File: config.mk
export PLATFORM = sky130hd
export DESIGN_NAME = rom_arbiter
export DESIGN_NICKNAME = d
export VERILOG_FILES = /design/src/rtl/rom_arb_pkg.sv /design/src/rtl/rom_arb_rsp_pipe.sv /design/src/rtl/rom_arbiter.sv
export SDC_FILE = /design/constraint.sdc
export NUM_CORES = 1
export LEC_CHECK = 0
export BUFFER_PORTS_ARGS = -buffer_cell sky130_fd_sc_hd__buf_4
export CAP_MARGIN = 40
export CORE_MARGIN = 4
export CORE_UTILIZATION = 37
export CTS_CLUSTER_DIAMETER = 50
export DETAILED_ROUTE_END_ITERATION = 16
export SYNTH_ARGS = -nofsm -noshare
export SYNTH_HDL_FRONTEND = slang
export SYNTH_HIERARCHICAL = 1
export SYNTH_SLANG_ARGS = --single-unit
File: constraint.sdc
create_clock -name clk -period 1.8 [get_ports clk]
set_clock_uncertainty 0.2 [all_clocks]
set_input_delay 0.09 -clock clk [delete_from_list [all_inputs] [get_ports clk]]
set_output_delay 0.09 -clock clk [all_outputs]
set_load 0.05 [all_outputs]
File: src/rtl/rom_arb_pkg.sv
// Shared types and defaults for the two-port character-ROM arbiter.
package rom_arb_pkg;

    localparam int ADDR_W_DEF = 8;
    localparam int DATA_W_DEF = 16;

    typedef enum logic [1:0] {
        ARB   = 2'd0,
        LOCK0 = 2'd1,
        LOCK1 = 2'd2
    } arb_state_e;

    typedef logic req_id_t;

endpackage

File: src/rtl/rom_arb_rsp_pipe.sv
// Two-stage valid/id pipeline that follows each ROM read and steers the
// captured word to the port that issued it.
module rom_arb_rsp_pipe
    import rom_arb_pkg::*;
#(
    parameter int DATA_W = DATA_W_DEF
) (
    input  logic              clk,
    input  logic              rst_n,
    input  logic              issue_valid,
    input  req_id_t           issue_id,
    input  logic [DATA_W-1:0] mem_dout,
    output logic              rsp0_valid,
    output logic [DATA_W-1:0] rsp0_data,
    output logic              rsp1_valid,
    output logic [DATA_W-1:0] rsp1_data,
    output logic              occupied
);

    logic              s1_valid_q, s1_valid_d;
    req_id_t           s1_id_q, s1_id_d;
    logic              s2_valid_q, s2_valid_d;
    req_id_t           s2_id_q, s2_id_d;
    logic [DATA_W-1:0] rsp0_data_q, rsp0_data_d;
    logic [DATA_W-1:0] rsp1_data_q, rsp1_data_d;

    always_comb begin
        s1_valid_d  = issue_valid;
        s1_id_d     = issue_valid ? issue_id : 1'b0;
        s2_valid_d  = s1_valid_q;
        s2_id_d     = s1_valid_q ? s1_id_q : 1'b0;
        rsp0_data_d = rsp0_data_q;
        rsp1_data_d = rsp1_data_q;
        // ROM output belongs to the stage-1 read; only its owner's register updates
        if (s1_valid_q && (s1_id_q == 1'b0)) rsp0_data_d = mem_dout;
        if (s1_valid_q && (s1_id_q == 1'b1)) rsp1_data_d = mem_dout;
    end

    always_ff @(posedge clk or negedge rst_n) begin
        if (!rst_n) begin
            s1_valid_q  <= 1'b0;
            s1_id_q     <= 1'b0;
            s2_valid_q  <= 1'b0;
            s2_id_q     <= 1'b0;
            rsp0_data_q <= '0;
            rsp1_data_q <= '0;
        end else begin
            s1_valid_q  <= s1_valid_d;
            s1_id_q     <= s1_id_d;
            s2_valid_q  <= s2_valid_d;
            s2_id_q     <= s2_id_d;
            rsp0_data_q <= rsp0_data_d;
            rsp1_data_q <= rsp1_data_d;
        end
    end

    assign rsp0_valid = s2_valid_q && (s2_id_q == 1'b0);
    assign rsp1_valid = s2_valid_q && (s2_id_q == 1'b1);
    assign rsp0_data  = rsp0_data_q;
    assign rsp1_data  = rsp1_data_q;
    assign occupied   = s1_valid_q || s2_valid_q;

endmodule

File: src/rtl/rom_arbiter.sv
// Round-robin arbiter sharing one combinational character ROM between two
// requesters; burst locking is built only when ROM_ARBITER_LOCK_EN is defined.
//
// state | meaning
// ARB   | round-robin between both requesters
// LOCK0 | requester 0 holds the ROM for a burst
// LOCK1 | requester 1 holds the ROM for a burst
module rom_arbiter
    import rom_arb_pkg::*;
#(
    parameter int ADDR_W = ADDR_W_DEF,
    parameter int DATA_W = DATA_W_DEF
) (
    input  logic              clk,
    input  logic              rst_n,
    input  logic              req0_valid,
    input  logic [ADDR_W-1:0] req0_addr,
    input  logic              req0_lock,
    output logic              req0_ready,
    output logic              rsp0_valid,
    output logic [DATA_W-1:0] rsp0_data,
    input  logic              req1_valid,
    input  logic [ADDR_W-1:0] req1_addr,
    input  logic              req1_lock,
    output logic              req1_ready,
    output logic              rsp1_valid,
    output logic [DATA_W-1:0] rsp1_data,
    output logic [ADDR_W-1:0] mem_addr,
    input  logic [DATA_W-1:0] mem_dout,
    output logic              busy
);

    arb_state_e        state_q, state_d;
    req_id_t           last_q, last_d;
    logic [ADDR_W-1:0] mem_addr_q, mem_addr_d;
    logic              lock0, lock1;
    logic              xfer0, xfer1;
    logic              pipe_occupied;

`ifdef ROM_ARBITER_LOCK_EN
    assign lock0 = req0_lock;
    assign lock1 = req1_lock;
`else
    logic unused_lock;
    assign unused_lock = req0_lock | req1_lock;
    assign lock0       = 1'b0;
    assign lock1       = 1'b0;
`endif

    always_comb begin
        req0_ready = 1'b0;
        req1_ready = 1'b0;
        state_d    = state_q;
        case (state_q)
            ARB: begin
                req0_ready = req0_valid && (!req1_valid || (last_q == 1'b1));
                req1_ready = req1_valid && (!req0_valid || (last_q == 1'b0));
            end
            LOCK0:   req0_ready = req0_valid;
            LOCK1:   req1_ready = req1_valid;
            default: ;
        endcase

        xfer0 = req0_valid && req0_ready;
        xfer1 = req1_valid && req1_ready;

        mem_addr_d = mem_addr_q;
        last_d     = last_q;
        if (xfer0) begin
            mem_addr_d = req0_addr;
            last_d     = 1'b0;
        end else if (xfer1) begin
            mem_addr_d = req1_addr;
            last_d     = 1'b1;
        end

        // In LOCKn the owner is always ready, so dropping lock releases
        // whether or not it transfers this cycle.
        case (state_q)
            ARB: begin
                if (xfer0 && lock0)      state_d = LOCK0;
                else if (xfer1 && lock1) state_d = LOCK1;
            end
            LOCK0:   if (!lock0) state_d = ARB;
            LOCK1:   if (!lock1) state_d = ARB;
            default: state_d = ARB;
        endcase
    end

    always_ff @(posedge clk or negedge rst_n) begin
        if (!rst_n) begin
            state_q    <= ARB;
            last_q     <= 1'b1;
            mem_addr_q <= '0;
        end else begin
            state_q    <= state_d;
            last_q     <= last_d;
            mem_addr_q <= mem_addr_d;
        end
    end

    rom_arb_rsp_pipe #(
        .DATA_W (DATA_W)
    ) u_rsp_pipe (
        .clk         (clk),
        .rst_n       (rst_n),
        .issue_valid (xfer0 || xfer1),
        .issue_id    (xfer1),
        .mem_dout    (mem_dout),
        .rsp0_valid  (rsp0_valid),
        .rsp0_data   (rsp0_data),
        .rsp1_valid  (rsp1_valid),
        .rsp1_data   (rsp1_data),
        .occupied    (pipe_occupied)
    );

    assign mem_addr = mem_addr_q;
    assign busy     = (state_q != ARB) || pipe_occupied;

endmodule

==> results_dict.tcl <==
set metrics [dict create \
    finalSetupViolCount 0 \
    routed_wirelength_mm 4.81 \
    yosys_warnings 6 \
    ctsRootBufferMaster "clkbuf_8" \
    core-area_sq_um 4880 \
    synth_area_leaders "dfrtp_1, mux2_2, mux2_4, buf_6, o221a_1" \
    cts_made_buffers 5 \
    yosys.area.top_type_share_pct 57.5 \
    grt_antenna_before_repair 0 \
    drive_gt1_share_pct 52.0 \
    ys_seq_area_share_pct 58.9 \
    routed.top_layer "met4" \
    critical_path_class "register to primary output" \
    place_area_sq_um 2540 \
    via_per_inst 4.61 \
    p_total_mw 3.17 \
    netlist_area_sq_um 1920 \
    post-synth-top-count-cell "dfrtp_1" \
    cts_resized 0 \
    hpwl_mm 3.29 \
    cp_data_arrival_time_ns 1.37 \
    areaGrowthSynthToFinish_pct 55.1 \
    synth-edff-count 0 \
    wl_met1_mm 1.91 \
    leakagePower_nw 1.42 \
    n_fill_cell 404 \
    clkTransAtPathRegs_ns 0.08 \
    synth_fa_ha_area_share_pct 0 \
    die_area_sq_um 6390 \
    synth_top_family_by_area "multiplexers" \
    synth_common_cells "dfrtp_1, mux2_2, mux2_4" \
    die_w_um 80.0 \
    synth_fp_nets 163 \
    synthArstFlopShare_pct 100 \
    grt_pass1_vias 1705 \
    drv_slew 0 \
    synthDistinctLibCells 22 \
    synth-simple-area-share_pct 6.21 \
    post-route-period-util_pct 92.5 \
    cts_max_level 2 \
    overflow 0 \
    wl_met3_um 284 \
    synth_seq_cells 45 \
    period_needed_ns 1.66 \
    wl_met2_mm 2.59 \
    cts_tree "done" \
    first_iter_violations 70 \
    track_usage_pct 15.7 \
    synth_top_area_cell "dfrtp_1" \
    fin_nets 281 \
    ios 83 \
    worstMarginPinSlew_ns 0.569 \
    num_rows 25 \
    cts_hold_buffers 35 \
    grt_setup_unrepaired "no" \
    synth_cells 125 \
    synth_mux_area_share_pct 22.3 \
    grt_pass1_wl_mm 7.85 \
    cp.required_ns 1.51 \
    io_buffer_count 80 \
    synth-xor-area-share_pct 0 \
    clock.fmax_mhz 601 \
    synth-compound-area-share_pct 7.64 \
    grt_max_degree 46 \
    status "finished clean" \
    start_kind "register" \
    drt_pre_antenna_iters 4 \
    initial_core_util_pct 39.3 \
    worstPathMaxFanout 6 \
    final_area_sq_um 2970 \
    cts.sinks 45 \
    crit_path_end_kind "primary output" \
    slew_headroom_pct 62.1 \
    wl_per_cell_um 15.5 \
    timing.final.hold_violations 0 \
    ir_worst_vdd_mv 0.476 \
    postCtsSetupBuffers 0 \
    fin_tns_setup_ns 0 \
    vias 1435 \
    chipHeight_um 80.0 \
    final_cells 311 \
    hp-class "input port to asynchronous set/reset pin" \
    antenna_cells 0 \
    power_density_nw_per_um2 1070 \
    avgSynthCellArea_sq_um 15.3 \
    globalplace.congestion 0.684 \
    yosys_most_used_dff "dfrtp_1" \
    cts_buffer_depth 2 \
    drc 0 \
    maxCapViolCount 0 \
    insertion_delay_ns 0.28 \
    ant_nets 0 \
    dp_cells 268 \
]
-- path summary, 6_finish.rpt --
kind | end | slack [ns] | startpoint | cells past startpoint
worst min-delay path | u_rsp_pipe/rsp1_data[1] | 0.15 | rst_n | 2
max in group asynchronous | last_q | 0.85 | rst_n | 2
min in group clk | u_rsp_pipe/s2_valid_q | 0.24 | u_rsp_pipe/s1_valid_q | 0
worst max register to register | u_rsp_pipe/rsp1_data[7] | 0.32 | u_rsp_pipe/s1_valid_q | 2
worst max-delay path | req0_ready | 0.14 | last_q | 4
worst min register to register | u_rsp_pipe/s2_valid_q | 0.24 | u_rsp_pipe/s1_valid_q | 0
-- power by group --
part	total, mW	switching (mW)	internal (mW)
sequential	1.27	0.0957	1.18
combinational	1.31	0.819	0.491
clock	0.584	0.315	0.269
-- flip-flops by register name, summed over array words and instances (netlist names) --
register               count
mem_addr                   8
u_rsp_pipe/s2_id_q         1
u_rsp_pipe/s1_valid_q      1
last_q                     1
u_rsp_pipe/s2_valid_q      1
u_rsp_pipe/s1_id_q         1
u_rsp_pipe/rsp1_data      16
u_rsp_pipe/rsp0_data      16
-- through the flow --
step	hold slack [ns]	utilization [%]	worst slack [ns]
finish	0.155	60.9	0.135
global route	0.219	60.9	0.0285
CTS	0.160	60.9	0.119
detailed placement	-0.0763	52.0	0.306
global placement	-0.0857	52.0	0.348
floorplan	-0.406	-	0.149
-- area by class of cell --
| cell class | count | area (sq um) | share of cell area [%] |
|---|---|---|---|
| flip-flops and latches | 45 | 1130 | 37.9 |
| repair buffers | 118 | 973 | 32.8 |
| multi-input cells | 70 | 693 | 23.3 |
| well taps | 67 | 83.8 | 2.82 |
| clock buffers | 6 | 72.6 | 2.44 |
| inverters | 3 | 11.3 | 0.379 |
| clock inverters | 2 | 10.0 | 0.337 |
-- kinds of logic after synthesis --
kind of cell	Yosys count
flip-flops	45
AND/OR/NAND/NOR	17
multiplexers	35
buffers and inverters	10
AO/OA/AOI/OAI	18
-- metal layers --
metal  vias to the layer above  track usage [%]
li1                        682                -
met1                       696             16.7
met2                        55             30.4
met3                         2             4.18
met4                         0             3.89
met5                         -                0
-- worst max-delay path, stage by stage, from the launching register on --
cell,delay (ns)
dfstp_2,0.57
nand2b_1,0.18
nand2_4,0.09
inv_1,0.06
buf_4,0.19
-- placed cells by master (no fill, tap or decap), types with 2 or more instances in the layout --
cell type	instances
a31oi_1	3
or2_2	2
mux2_4	10
dfrtp_1	44
o221a_1	5
mux2_2	22
buf_4	83
clkinv_2	2
inv_1	3
a211o_1	5
clkbuf_8	5
nand2b_1	2
dlygate4sd3_1	35
o21ai_1	3
mux2i_1	3
and2_1	2
nor2b_1	6
and3b_1	3
Note: power is estimated with default switching activity, not from simulation.
